<file path="src/rtl/k2_mem_pkg.sv">
// k2_mem_pkg: shared definitions for the K2 data-memory controller.
//   state_t   - controller FSM states (IDLE, WAIT, DONE)
//   MAX_WAIT  - largest supported wait-state count
//   CNT_W     - width of the wait-state down-counter
package k2_mem_pkg;

    localparam int MAX_WAIT = 15;
    localparam int CNT_W    = $clog2(MAX_WAIT + 1);

    typedef enum logic [1:0] {
        IDLE = 2'd0,
        WAIT = 2'd1,
        DONE = 2'd2
    } state_t;

endpackage

</file>
<file path="src/rtl/k2_mem_array.sv">
// k2_mem_array: 2**ADDR_W x WIDTH register array.
// Ports:
//   clk, rst       - clock; synchronous active-high clear of every word
//   we/waddr/wdata - synchronous write port
//   raddr/rdata    - combinational read port
module k2_mem_array #(
    parameter int WIDTH  = 8,
    parameter int ADDR_W = 3
) (
    input  logic              clk,
    input  logic              rst,
    input  logic              we,
    input  logic [ADDR_W-1:0] waddr,
    input  logic [WIDTH-1:0]  wdata,
    input  logic [ADDR_W-1:0] raddr,
    output logic [WIDTH-1:0]  rdata
);

    localparam int DEPTH = 2 ** ADDR_W;

    logic [WIDTH-1:0] mem [DEPTH];

    always_ff @(posedge clk) begin
        if (rst) begin
            for (int i = 0; i < DEPTH; i++) begin
                mem[i] <= '0;
            end
        end else if (we) begin
            mem[waddr] <= wdata;
        end
    end

    assign rdata = mem[raddr];

endmodule

</file>
<file path="src/rtl/k2_data_mem_ctrl.sv">
// k2_data_mem_ctrl: data-memory controller for the K2 core with a
// request/busy handshake, WAIT_STATES extra cycles per access and one
// memory-mapped output register at IO_ADDR (shadows that array word).
// Ports:
//   clk, rst         - clock; synchronous active-high reset
//   req/we/addr/wdata- access request, captured together when the FSM is IDLE
//   rdata, rvalid    - registered read data; rvalid pulses the cycle it is valid
//   busy             - stall request to the core (PC_en = ~busy)
//   io_out, io_strobe- output register; io_strobe pulses the cycle after update
//
// Handshake: an access is accepted in any cycle where the FSM is IDLE and
// req=1. With N=WAIT_STATES, the access executes at the edge ending cycle
// t+N, and rvalid/io_strobe are high in cycle t+N+1 only. busy is high in
// cycles t..t+N (combinationally in t) and never asserted when N=0. req is
// ignored outside IDLE, so a new request may be issued in the rvalid cycle.
module k2_data_mem_ctrl
    import k2_mem_pkg::*;
#(
    parameter int WIDTH       = 8,
    parameter int ADDR_W      = 3,
    parameter int WAIT_STATES = 1,
    parameter int IO_ADDR     = 2 ** ADDR_W - 1
) (
    input  logic              clk,
    input  logic              rst,
    input  logic              req,
    input  logic              we,
    input  logic [ADDR_W-1:0] addr,
    input  logic [WIDTH-1:0]  wdata,
    output logic [WIDTH-1:0]  rdata,
    output logic              rvalid,
    output logic              busy,
    output logic [WIDTH-1:0]  io_out,
    output logic              io_strobe
);

    generate
        if (WAIT_STATES < 0 || WAIT_STATES > MAX_WAIT) begin : g_bad_wait
            $error("k2_data_mem_ctrl: WAIT_STATES must be within 0..15");
        end
    endgenerate

    localparam logic [ADDR_W-1:0] IO_A = ADDR_W'(IO_ADDR);

    // DONE is the execute cycle, so WAIT covers N-1 cycles: the counter
    // starts at N-2 and WAIT exits when it reaches zero. N=1 skips WAIT and
    // N=0 executes straight out of IDLE.
    localparam logic [CNT_W-1:0] CNT_LOAD =
        (WAIT_STATES >= 2) ? CNT_W'(WAIT_STATES - 2) : '0;

    state_t            state, state_nx;
    logic [CNT_W-1:0]  cnt, cnt_nx;

    logic              lat_we;
    logic [ADDR_W-1:0] lat_addr;
    logic [WIDTH-1:0]  lat_wdata;

    logic              accept;
    logic              exec;
    logic              op_we;
    logic [ADDR_W-1:0] op_addr;
    logic [WIDTH-1:0]  op_wdata;
    logic              op_io;
    logic [WIDTH-1:0]  arr_rdata;

    // In IDLE the operands come straight from the port (only used when N=0);
    // in DONE they come from the values latched at accept.
    assign op_we    = (state == IDLE) ? we    : lat_we;
    assign op_addr  = (state == IDLE) ? addr  : lat_addr;
    assign op_wdata = (state == IDLE) ? wdata : lat_wdata;
    assign op_io    = (op_addr == IO_A);

    always_comb begin
        state_nx = state;
        cnt_nx   = cnt;
        accept   = 1'b0;
        exec     = 1'b0;
        case (state)
            IDLE: begin
                if (req) begin
                    accept = 1'b1;
                    if (WAIT_STATES == 0) begin
                        exec = 1'b1;
                    end else if (WAIT_STATES == 1) begin
                        state_nx = DONE;
                    end else begin
                        state_nx = WAIT;
                        cnt_nx   = CNT_LOAD;
                    end
                end
            end
            WAIT: begin
                if (cnt == '0) begin
                    state_nx = DONE;
                end else begin
                    cnt_nx = cnt - 1'b1;
                end
            end
            DONE: begin
                exec     = 1'b1;
                state_nx = IDLE;
            end
            default: begin
                state_nx = IDLE;
            end
        endcase
    end

    assign busy = ~rst & (((state == IDLE) & req & (WAIT_STATES != 0)) |
                          (state != IDLE));

    always_ff @(posedge clk) begin
        if (rst) begin
            state     <= IDLE;
            cnt       <= '0;
            lat_we    <= 1'b0;
            lat_addr  <= '0;
            lat_wdata <= '0;
            rdata     <= '0;
            rvalid    <= 1'b0;
            io_out    <= '0;
            io_strobe <= 1'b0;
        end else begin
            state     <= state_nx;
            cnt       <= cnt_nx;
            if (accept) begin
                lat_we    <= we;
                lat_addr  <= addr;
                lat_wdata <= wdata;
            end
            rvalid    <= exec & ~op_we;
            io_strobe <= exec & op_we & op_io;
            if (exec & op_we & op_io) begin
                io_out <= op_wdata;
            end
            if (exec & ~op_we) begin
                rdata <= op_io ? io_out : arr_rdata;
            end
        end
    end

    // Writes to IO_ADDR land in io_out only; the shadowed array word is left alone.
    k2_mem_array #(
        .WIDTH  (WIDTH),
        .ADDR_W (ADDR_W)
    ) u_array (
        .clk   (clk),
        .rst   (rst),
        .we    (exec & op_we & ~op_io & ~rst),
        .waddr (op_addr),
        .wdata (op_wdata),
        .raddr (op_addr),
        .rdata (arr_rdata)
    );

endmodule

</file>
<file path="config.mk">
export PLATFORM = sky130hd
export DESIGN_NAME = k2_data_mem_ctrl
export DESIGN_NICKNAME = d
export VERILOG_FILES = /design/src/rtl/k2_mem_pkg.sv /design/src/rtl/k2_mem_array.sv /design/src/rtl/k2_data_mem_ctrl.sv
export SDC_FILE = /design/constraint.sdc
export NUM_CORES = 1
export LEC_CHECK = 0
export CORE_MARGIN = 1
export CORE_UTILIZATION = 51
export CTS_CLUSTER_DIAMETER = 40
export CTS_CLUSTER_SIZE = 10
export DETAILED_ROUTE_END_ITERATION = 16
export PLACE_DENSITY_LB_ADDON = 0.2
export SYNTH_ARGS = -nofsm -noshare
export SYNTH_HDL_FRONTEND = slang
export SYNTH_SLANG_ARGS = --single-unit
export TNS_END_PERCENT = 30
</file>
<file path="constraint.sdc">
create_clock -name clk -period 1.9 [get_ports clk]
set_clock_uncertainty 0.2 [all_clocks]
set_input_delay 0.38 -clock clk [delete_from_list [all_inputs] [get_ports clk]]
set_output_delay 0.38 -clock clk [all_outputs]
set_load 0.005 [all_outputs]
</file>
==> results.md <==
- The number of vias per cell is about 5.8.
- The clock-pin slew on the worst setup and hold paths is around 0.080 ns.
- The number of violations reported at the end of detailed-routing iteration 0 is between 300 and 400.
- The region available for standard cell placement spans ~0.0073 mm2.
- The number of buffers between clock root and the deepest sink is 2.
- The placer's final routability congestion estimate is a little over 0.8.
- The final number of hold-violating endpoints is 0.
- The flow ran to the end, and the final reports show no timing, DRC or antenna violations.
- The cell at the root of the clock tree is clkbuf_8.
- The post-synthesis cell area is approximately 0.0039 mm2.
- The category of the worst setup path capture point is a flop.
- In this run the power density over the cells is around 760 mW/mm2.
- The maximum clock frequency is roughly 530 MHz.
- Measured against its own limit, the worst slew margin works out to between 70% and 80%.
- The count of warnings emitted by yosys is 0.
- The net switching power is ~960 uW.
- Setup repair after global routing could not meet its margin everywhere.
- The cell count after synthesis came out at 363.
- The pre-antenna-repair detailed-routing pass consisted of 5 iterations.
- The fraction of layout instances using a drive strength above 1 is 23.1%.
- The arrival time reported for the critical path endpoint is approximately 2 ns.
- The number of distinct library cells after synthesis is a little over 40.
- The max-slew violation count was 0.
- The actual slew at the worst max-slew pin is between 0.4 and 0.5 ns.
- The effective utilization at floorplan is a little over half.
- TritonCTS built the clock tree.
- The standard cell area after detailed placement is ~0.0047 mm2.
- The final routed wirelength across all metal layers is a little over 10000 um.
- The number of diodes is 0.
- Sequential elements use 58.6% of the synthesized area.
- A synthesized cell averages between 10 and 15 um2.
- The clock tree synthesis step divided the H-tree into 3 levels.
- In the final routed layout, each cell accounts on average for 18.7 um.
- The share of total power dissipated in combinational logic is a little over an eighth.
- Compared with the post-synthesis result, the final layout area differs by 29.6%.
- The path category of the worst min-delay check is reg -> reg.
- The number of global-route vias before repair came to between 3000 and 4000.
- The via count is 3172.
- For the finished layout, the period the worst path requires is around 1.9 ns.
- The leakage power summed over all cells is 0.00193 uW.
- The worst stage delay on the critical path is roughly 0.46 ns.
- The final cycle utilization of the critical path is between 90% and 100%.
- During placement, the flow inserted port buffers numbering 33.
- The remaining antenna violation count is 0.
- The maximum vdd ir drop is roughly 0.52 mV.
- The most common library cell in the layout ignoring fill and taps is nor2_1.
- Detailed placement ended at an HPWL of roughly 7000 um.
- At the worst endpoint, the required time is 1.96 ns.
- The most used flip-flop cell after synthesis is edfxtp_1.
- The maximum fanout count along the critical path is 7.
- Setup violations remaining at the end of the flow were counted as 0.
- The overflow left after global routing is 0.
- The most prevalent standard cell on the critical path is buf_6.
- The die area is around 0.0081 mm2.
- The finished cells cover roughly 0.0051 mm2.
- The max-cap violation count is 0.
- The width of the die is between 80 and 90 um.
- Clock tree synthesis found a total of slightly below 90 sinks.
- The library cells used most frequently in the layout, excluding fill and tap cells, are nor2_1 (82), edfxtp_1 (56), buf_4 (48).
- At the end of the flow, the number of nets in the layout was around 460.
- The number of flops mapped to enable cells by yosys is between 50 and 60.
- Net switching is between 20% and 30% of the power.
- Entering global routing, the biggest net connects 30 pins.
- The design draws between 3000 and 4000 uW.
- The initial antenna violation count is 0.
- The number of DRC violations after detailed routing is 0.
- The wire length of the first global-routing pass is approximately 16000 um.
- The critical path goes through buf_6, buf_6, or4bb_4, o31ai_4, a222oi_1, a211oi_1.
- For this design, the slowest cell found on the critical path is or4bb_4.
- The number of nets in the synthesized netlist is around 380.
- The worst setup path is of the reg -> reg kind.
- The number of standard-cell rows in the floorplan is 31.
- The later pin in the worst-skew pair is clocked with a latency of approximately 0.35 ns.
- For this design the top-level I/O count stands at 34.
- The y dimension of the die is about 90 um.
- The cell-internal power is 2910 uW.
- After synthesis, the share of flip-flops with an asynchronous set or reset is 0%.
- The critical path launch point type is a flop.
- Synthesis inferred slightly below 90 register bits.
- The share of total power dissipated in sequential elements is between 50% and 60%.
- In this run, the clock network consumes about a third of the power.
- The total routing usage reported by global routing is around 26%.
- The number of buffers inserted during clock tree synthesis is 9.
==> worst max-delay path, delay by kind of cell (launching register included) <==
kind | cells | cell delay [ns]
AOI/OAI and AO/OA | 3 | 0.56
and+or+nand+nor | 1 | 0.46
DFF | 1 | 0.37
buffers and inverters | 2 | 0.21
==> logic make-up (layout without fill, tap and decap cells) <==
| kind of cell | after synthesis | in the layout | share of synthesized area, % |
|---|---|---|---|
| flops | 87 | 87 | 58.6 |
| buf+inv | 24 | 107 | 3.06 |
| simple gates | 139 | 139 | 15.1 |
| mux | 26 | 26 | 6.95 |
| compound gates | 87 | 87 | 16.2 |
==> worst paths after layout <==
| kind | startpoint | end | slack (ns) | cells past startpoint |
|---|---|---|---|---|
| hold / removal | lat_wdata[6] | lat_wdata[6] | 0.26 | 2 |
| setup reg to reg | state[1] | rdata[5] | 0.004 | 6 |
| setup / recovery | state[1] | rdata[5] | 0.004 | 6 |
| hold reg to reg | lat_wdata[6] | lat_wdata[6] | 0.26 | 2 |
==> synthesized netlist by cell type, drive strengths merged, types with 2 or more instances <==
cell type  count  area share [%]
a211oi        16             3.1
a21oi         17             2.2
a221oi         3            0.67
a222oi         3            0.76
a22o           5             1.1
and3           2            0.32
and3b          2            0.45
buf           11             1.8
clkbuf        12             1.2
dfxtp         31              16
edfxtp        56              43
mux2           7             2.0
mux2i         19             4.9
nand2         33             3.2
nand2b        12             1.9
nor2          82             7.8
nor2b          2            0.32
o211ai         5            0.96
o21a           5            0.96
o21ai         10             1.3
o22a           4            0.89
o22ai          7             1.1
o2bb2ai        3            0.67
o31a           5             1.1
==> through the flow <==
stage          std cells  hold WS (ns)  util [%]  setup TNS, ns  setup WS (ns)
2_1_floorplan        363         0.236         -          -1.56        -0.0348
3_3_place_gp         523         0.241      64.0         -34.25         -0.452
3_5_place_dp         523         0.250      64.0         -36.79         -0.545
4_1_cts              544         0.261      67.9         -0.106        -0.0242
5_1_grt              545         0.280      69.4         -0.278        -0.0843
6_report             545         0.257      69.4              0        0.00443
==> layout make-up <==
type | instances | area (um2)
clock inverters | 6 | 58.8
clock buffers | 10 | 128
flip-flops and latches | 87 | 2310
fillers | 532 | 2240
repair buffers | 90 | 805
well taps | 99 | 124
multi-input cells | 252 | 1660
inverters | 1 | 3.75
==> state kept, by name, indices dropped and copies added (netlist names) <==
name         count
io_out           8
io_strobe        1
state            1
lat_addr         3
u_array.mem     56
lat_we           1
rdata            8
rvalid           1
lat_wdata        8
==> repair_timing <==
action	in CTS	in global routing
gates cloned	0	1
resized for setup	17	21
buffers inserted	5	0
pin swaps	2	5
endpoints found under the setup margin	65	101
hold buffers	0	0
==> per-layer routing <==
| metal | up-vias | wire, um | track usage, % |
|---|---|---|---|
| met2 | 130 | 4830 | 41.2 |
| met1 | 1523 | 4400 | 34.1 |
| met4 | 0 | 312 | 13.0 |
| li1 | 1486 | - | - |
| met3 | 33 | 626 | 4.31 |
| met5 | - | 0 | 0 |
==> power by group through the flow <==
stage / logic (uW) / registers (uW) / clock network (uW)
after floorplan: 261 / 2130 / 0
after global placement: 449 / 2140 / 0
after detailed placement: 461 / 2140 / 0
after CTS: 486 / 2100 / 1250
after global routing: 550 / 2110 / 1340
final: 516 / 2100 / 1250
Note: power is estimated with default switching activity, not from simulation.
